<file path="src/rtl/multi_clock_divider.sv">
// -----------------------------------------------------------------------------
// multi_clock_divider
//
// Purpose:
//   NUM_CH independent clock dividers driven from one system clock. Each
//   channel produces a registered near-50% square wave and a one-cycle tick
//   per period. The divisor of each channel can be changed at run time. A new
//   divisor is held in a shadow register and becomes active only at a period
//   boundary, so the outputs never glitch.
//
// Parameters:
//   NUM_CH      number of channels (>= 1)
//   WIDTH       counter / divisor width in bits
//   DEFAULT_DIV divisor loaded into every channel at reset (< 2**WIDTH)
//
// Ports:
//   clk       in   1             system clock, all state on rising edge
//   rst       in   1             asynchronous active-low reset
//   en        in   1             global run enable (0 freezes all counters)
//   sync_clr  in   1             restart all channels at count 0
//   wr_en     in   1             divisor write strobe
//   wr_ch     in   CH_W          channel index for the write
//   wr_div    in   WIDTH         new divisor (0 = channel off)
//   tick      out  NUM_CH        one-cycle pulse per channel period
//   slow_clk  out  NUM_CH        divided square wave
//   pend      out  NUM_CH        shadow divisor differs from active divisor
// -----------------------------------------------------------------------------
module multi_clock_divider #(
  parameter int NUM_CH      = 4,
  parameter int WIDTH       = 26,
  parameter int DEFAULT_DIV = 50000000,
  localparam int CH_W       = (NUM_CH > 1) ? $clog2(NUM_CH) : 1
) (
  input  logic              clk,
  input  logic              rst,
  input  logic              en,
  input  logic              sync_clr,
  input  logic              wr_en,
  input  logic [CH_W-1:0]   wr_ch,
  input  logic [WIDTH-1:0]  wr_div,
  output logic [NUM_CH-1:0] tick,
  output logic [NUM_CH-1:0] slow_clk,
  output logic [NUM_CH-1:0] pend
);

  localparam logic [WIDTH-1:0] RST_DIV = WIDTH'(DEFAULT_DIV);

  for (genvar g = 0; g < NUM_CH; g++) begin : g_ch
    logic [WIDTH-1:0] cnt_q, cnt_d;
    logic [WIDTH-1:0] act_q, act_d;
    logic [WIDTH-1:0] shd_q, shd_d;
    logic [WIDTH-1:0] half_d;
    logic             tick_q, tick_d;
    logic             slow_q, slow_d;
    logic             wr_hit;
    logic             wrap;

    // Out-of-range wr_ch values never match any channel, so they are dropped.
    assign wr_hit = wr_en && (wr_ch == CH_W'(g));
    assign shd_d  = wr_hit ? wr_div : shd_q;

    // act_q != 0 guards the subtraction; an idle channel never wraps.
    assign wrap = (act_q != '0) && (cnt_q == (act_q - WIDTH'(1)));

    always_comb begin
      cnt_d  = cnt_q;
      act_d  = act_q;
      tick_d = 1'b0;
      if (sync_clr) begin
        // Phase align: a same-cycle write is already folded into shd_d.
        cnt_d = '0;
        act_d = shd_d;
      end else if (act_q == '0) begin
        // Idle: the shadow is also 0 here, so shd_d is exactly the
        // write-through value (0 when no write targets this channel).
        cnt_d = '0;
        act_d = shd_d;
      end else if (en) begin
        if (wrap) begin
          cnt_d  = '0;
          act_d  = shd_d;  // a write on the wrap edge wins directly
          tick_d = 1'b1;
        end else begin
          cnt_d = cnt_q + WIDTH'(1);
        end
      end
    end

    // Square wave from next-state values: low for ceil(D/2) counts, high for
    // floor(D/2). When frozen the next state equals the current state, so the
    // same expression also holds slow_clk steady. Idle forces it low.
    assign half_d = (act_d >> 1) + WIDTH'(act_d[0]);
    assign slow_d = (act_d != '0) && (cnt_d >= half_d);

    always_ff @(posedge clk or negedge rst) begin
      if (!rst) begin
        cnt_q  <= '0;
        act_q  <= RST_DIV;
        shd_q  <= RST_DIV;
        tick_q <= 1'b0;
        slow_q <= 1'b0;
      end else begin
        cnt_q  <= cnt_d;
        act_q  <= act_d;
        shd_q  <= shd_d;
        tick_q <= tick_d;
        slow_q <= slow_d;
      end
    end

    assign tick[g]     = tick_q;
    assign slow_clk[g] = slow_q;
    assign pend[g]     = (shd_q != act_q);
  end

endmodule

</file>
<file path="config.mk">
export PLATFORM = sky130hd
export DESIGN_NAME = multi_clock_divider
export DESIGN_NICKNAME = d
export VERILOG_FILES = /design/src/rtl/multi_clock_divider.sv
export SDC_FILE = /design/constraint.sdc
export NUM_CORES = 1
export LEC_CHECK = 0
export ABC_AREA = 1
export CELL_PAD_IN_SITES_DETAIL_PLACEMENT = 0
export CELL_PAD_IN_SITES_GLOBAL_PLACEMENT = 1
export CORE_UTILIZATION = 47
export CTS_CLUSTER_SIZE = 16
export DETAILED_ROUTE_END_ITERATION = 10
export PLACE_DENSITY_LB_ADDON = 0.1
export SYNTH_ARGS = -nofsm -noshare
export SYNTH_HDL_FRONTEND = slang
export SYNTH_SLANG_ARGS = --single-unit
export TNS_END_PERCENT = 10
</file>
<file path="constraint.sdc">
create_clock -name clk -period 5.7 [get_ports clk]
set_input_delay 0.855 -clock clk [delete_from_list [all_inputs] [get_ports clk]]
set_output_delay 0.855 -clock clk [all_outputs]
set_load 0.1 [all_outputs]
</file>
Yosys cells after proc, flatten, opt, wreduce, memory -nomap -nowiden
Cells that the tools add are included.
W data, S select, Z words.
- shifts and indexed selects: 0
- multiplexer cells: 52
- div/mod/pow operators: 0
- $mul: 0
- equality and inequality tests: 11
- reduce and logical (&&, ||, !) cells: 25
- $add $sub $neg: 12
- bitwise gates (word level): 0
- order comparisons: 4
- operators by type and width (cell ; count):
    $mux W26 ; 36
    $reduce_bool A26 Y1 ; 8
    $add A25 B1 Y26 ; 4
    $add A26 B1 Y26 const B ; 4
    $eq A26 B26 Y1 ; 4
    $ge A26 B26 Y1 ; 4
    $logic_not A26 Y1 ; 4
    $ne A26 B26 Y1 ; 4
    $sub A26 B1 Y26 const B ; 4
    $mux W1 ; 16
    $logic_and A1 B1 Y1 ; 12
    $eq A2 B2 Y1 const B ; 2
    $eq A2 B1 Y1 const B ; 1
    $logic_not A2 Y1 ; 1
- input port bits: 33
- word-level logic and storage cells: 124
- memory bits (writable): 0
- register bits after elaboration: 320
- memories kept: 0
- bits in latches: 0
- memory bits (read-only): 0

Logic depth before layout (Yosys ltp)
- depth after elaboration: 10
- gate-level depth with buffers: 38

Least setup slack after synthesis
OpenSTA, ideal clock, no wires.
- path kind: input to register
- start point: input en
- end point: register g_ch[3].slow_q
- buffers on the path: 3
- arrival time: 4.682 ns
- slack: 0.946 ns
- data required time: 5.629 ns
- stages: 33
- cell sequence: inv_2 > a21oi_1 > o211ai_1 > nor2_1 > nand3_1 > nor2_1 > nand3_1 > nor2_1 > nand4_2 > nand2_4 > buf_6 > buf_4 > clkbuf_1 > nand2_1 > o21ai_0 > ha_1 > ha_1 > nand3_1 > nor2_2 > nand2_2 > nor2_4 > nand2_1 > nand2_1 > nand2_1 > ha_1 > nand2_1 > nor3_1 > nand2_1 > o41ai_1 > nor2_1 > nor3_1 > nor3_1 > nor2_1
- longest elaborated chain between the ends: 6
- elaborated cells between the ends (all ways): 10
- classes of those cells: 1 x add/sub; 1 x order compare; 6 x mux; 2 x reduce/logical
- RTL lines (element ; RTL line ; source):
    from (decl) ; 36 ; input logic en,
    $mux W26 (*) ; 78 ; end else if (en) begin
    $mux W26 (*) ; 73 ; end else if (act_q == '0) begin
    $mux W26 (*) ; 69 ; if (sync_clr) begin
    net g_ch[3].act_d[1] ; 50 ; logic [WIDTH-1:0] act_q, act_d;
    $add A25 B1 Y26 ; 92 ; assign half_d = (act_d >> 1) + WIDTH'(act_d[0]);
    $ge A26 B26 Y1 ; 93 ; assign slow_d = (act_d != '0) && (cnt_d >= half_d);
    $logic_and A1 B1 Y1 (*) ; 93 ;
    net g_ch[3].slow_d ; 54 ; logic slow_q, slow_d;
    to (signal assigned) ; 107 ; slow_q <= slow_d;
    to (decl) ; 54 ;
The timed path passes the listed nets; every way through them passes the cells marked *.

Worst setup path in the final report
- start point: register g_ch[2].act_q[0]
- end point: register g_ch[2].slow_q
- elaborated cells between the ends (all ways): 17
- classes of those cells: 2 x add/sub; 1 x order compare; 1 x eq/ne; 8 x mux; 5 x reduce/logical
- RTL lines (element ; RTL line ; source):
    from (decl) ; 50 ;
    from (signal assigned) ; 104 ; act_q <= act_d;
    $sub A26 B1 Y26 ; 63 ; assign wrap = (act_q != '0) && (cnt_q == (act_q - WIDTH'(1)));
    $eq A26 B26 Y1 ; 63 ;
    $logic_and A1 B1 Y1 ; 63 ;
    $mux W26 ; 79 ; if (wrap) begin
    $mux W26 ; 78 ;
    $mux W26 (*) ; 73 ;
    $mux W26 (*) ; 69 ;
    net g_ch[2].cnt_d[1] ; 49 ; logic [WIDTH-1:0] cnt_q, cnt_d;
    $ge A26 B26 Y1 (*) ; 93 ;
    $logic_and A1 B1 Y1 (*) ; 93 ;
    net g_ch[2].slow_d ; 54 ;
    to (signal assigned) ; 107 ;
    to (decl) ; 54 ;
Marks and branches as above.

==> metrics.cfg <==
[cts]
holdBufCountCts=0
insertion_delay_ns=0.60
cts_tree=yes
cts-root-buf=clkbuf_16
post_cts.repair.setup_buffers=0
cts_buffers=41
cts_sinks=320
cts-htree-levels=2
clkTransAtPathRegs_ns=0.06
max-clock-path-buffers=3

[power_and_ir_drop]
switchingPower_mw=2.98
leakage_nw=14.0
power_frac_seq_pct=37.3
max-vdd-ir-drop_v=0.000222
total_power_mw=7.82
p_clk_share_pct=33.5
sw_frac_of_total_pct=38.1
power.internal_mw=4.83
p_comb_share_pct=29.2
cellPowerDensity_nw_per_um2=272

[layout]
fin_cells=4668
final_common_cell=nand2_1
final_cell_mix=1068 x nand2_1, 501 x inv_1, 466 x nor2_1, 269 x nand3_1, 224 x dfrtp_1
fin_util_pct=52.1
drive_above_1_share_pct=10.5
nets=4047
fillCellCount=5585
fin_area_um2=28700
area_growth_syn_to_layout_pct=9.45

[setup_path]
reg2regPathDepth=31
end_kind=register
ff2ff_setup_slack_ns=0.47
path_class=reg2reg
r2r_end=g_ch[2].slow_q
cp-start-kind=register
cp_common_cell=nand2_1
cp_max_fo=36
r2r_start=g_ch[2].act_q[0]
slowest_delay_ns=0.40
crit_arrival_ns=5.75
critical_path.slowest_cell=dfrtp_1
cp.required_ns=6.23

[sta]
relSlewSlack_pct=31.8
finalCriticalPeriod_ns=5.23
finalCritPeriodShare_pct=91.7
fin_ws_ns=0.471
fin_tns_setup_ns=0
rsz0062_at_grt=no
finClkSkew_ns=0.0343
slew_violations=0
tightest_slew_ns=1.02
fmax_ghz=0.191
hold_ws_ns=0.250
hold_viol=0
setup_viol=0

[placed_design]
dpl-instance-area_um2=27400
place_inst=4591
place_ws_ns=0.397
gp_congestion=0.940
port-buffer-count=44
detailed_place_hpwl_um=72900

[floorplan]
start_util_pct=47.6
die_w_um=238
die_y_um=238
core-area_um2=55100
rows=86
ioPinCount=45
die_area_um2=56800

[detailed_routing]
num_vias=25143
antenna_left=0
drcViolationCount=0
wire_per_inst_um=19.7
vias_per_cell=5.39
drtIter0Drc=1763
wl_um=91900
drt_pass1_iterations=6

[logic_synthesis]
synth_area_per_cell_um2=6.81
synthFlopType=dfrtp_1
synth_edf_count=0
netlist_area_um2=26200
synthCells=3852
syn_nets=4013
ys_seq_area_share_pct=31.0
yosysUniqueCellTypes=62
ys_warn_count=0
async_flop_share_pct=100
synth-seq-cells=320

[grt]
grt_pass1_wl_um=142000
grt_use_total_pct=32.7
grt_overflow_total=0
grt_antenna_before_repair=11
grt_pass1_vias=24548
grt_max_degree=110

[run_status]
outcome=completed

[job]
max_cap_violations=0

[min_path]
min-delay-path-class=in2async

## critical path, delay by kind of cell, from the launching register on
family | cells | cell delay, ns
adder cells (fa/ha/maj) | 2 | 0.60
AO/OA/AOI/OAI | 7 | 1.13
buffers and inverters | 7 | 1.39
AND/OR/NAND/NOR | 15 | 1.58
flip-flops | 1 | 0.40
## what timing repair did
| item | 4_1_cts | 5_1_grt |
|---|---|---|
| setup endpoints to repair | 0 | 2 |
| hold endpoints to repair | 0 | 0 |
| gates resized for setup | 0 | 2 |
## synthesized netlist by cell type, types with 29 or more instances
cell type / count / area share [%]
a21oi_1: 82 / 1.6
clkbuf_1: 37 / 0.53
dfrtp_1: 224 / 21
dfstp_2: 96 / 9.6
ha_1: 128 / 6.1
inv_1: 501 / 7.2
nand2_1: 1068 / 15
nand2_2: 53 / 1.3
nand3_1: 271 / 5.2
nand3b_1: 29 / 0.83
nand4_1: 89 / 2.1
nor2_1: 467 / 6.7
nor2_2: 51 / 1.2
nor3_1: 64 / 1.2
o21ai_0: 149 / 2.8
xnor2_1: 73 / 2.4
xor2_1: 183 / 6.1
## how the worst max path moves through the flow
stage / slack, ns / start / endpoint / depth (start not counted)
final: 0.47 / g_ch[2].act_q[0] / g_ch[2].slow_q / 31
after global routing: 0.02 / g_ch[1].act_q[0] / g_ch[1].slow_q / 30
after CTS: 0.49 / g_ch[2].act_q[0] / g_ch[2].slow_q / 30
after detailed placement: 0.40 / en / g_ch[2].slow_q / 28
after global placement: 0.44 / en / g_ch[2].slow_q / 28
after floorplan: 0.95 / en / g_ch[3].slow_q / 33
## logic make-up after synthesis
logic type | Yosys count | share of synthesized area [%]
xor+xnor | 256 | 8.55
flops | 320 | 31.0
mux | 8 | 0.329
buf+inv | 617 | 9.65
fa+ha+maj | 128 | 6.10
compound gates | 326 | 7.09
simple gates | 2197 | 37.3
## power by group through the flow
stage                     Clock [mW]  Sequential (mW)  Combinational [mW]
final                           2.62             2.92                2.28
after detailed placement           0             2.95                2.25
after global routing            2.76             2.95                2.55
after floorplan                    0             2.81                1.60
after global placement             0             2.94                2.23
after CTS                       2.68             2.91                2.26
## state kept, by name, indices dropped and copies added (netlist names)
signal and count:
g_ch.slow_q 4, g_ch.tick_q 4, g_ch.cnt_q 104, g_ch.act_q 104, g_ch.shd_q 104
## metal layers
layer	part of all wire (%)	up-vias	wire, um	global-route usage (%)
li1	-	12322	-	-
met1	44	11881	40500	43.2
met2	46	754	42700	54.4
met3	5.5	186	5090	4.05
met4	3.9	0	3620	12.3
met5	0	-	0	0
## final cells by class
type                       count  area, um^2  share of cell area [%]
multi-input combinational   2915       15600                    54.3
sequential                   320        8130                    28.3
inverter                     523        1960                    6.84
clock buffer                  66        1220                    4.25
tap                          748         936                    3.26
timing repair buffer          85         761                    2.65
clock inverter                10         105                   0.366
antenna                        1        2.50                 0.00871
(Power assumes the default switching activity.)
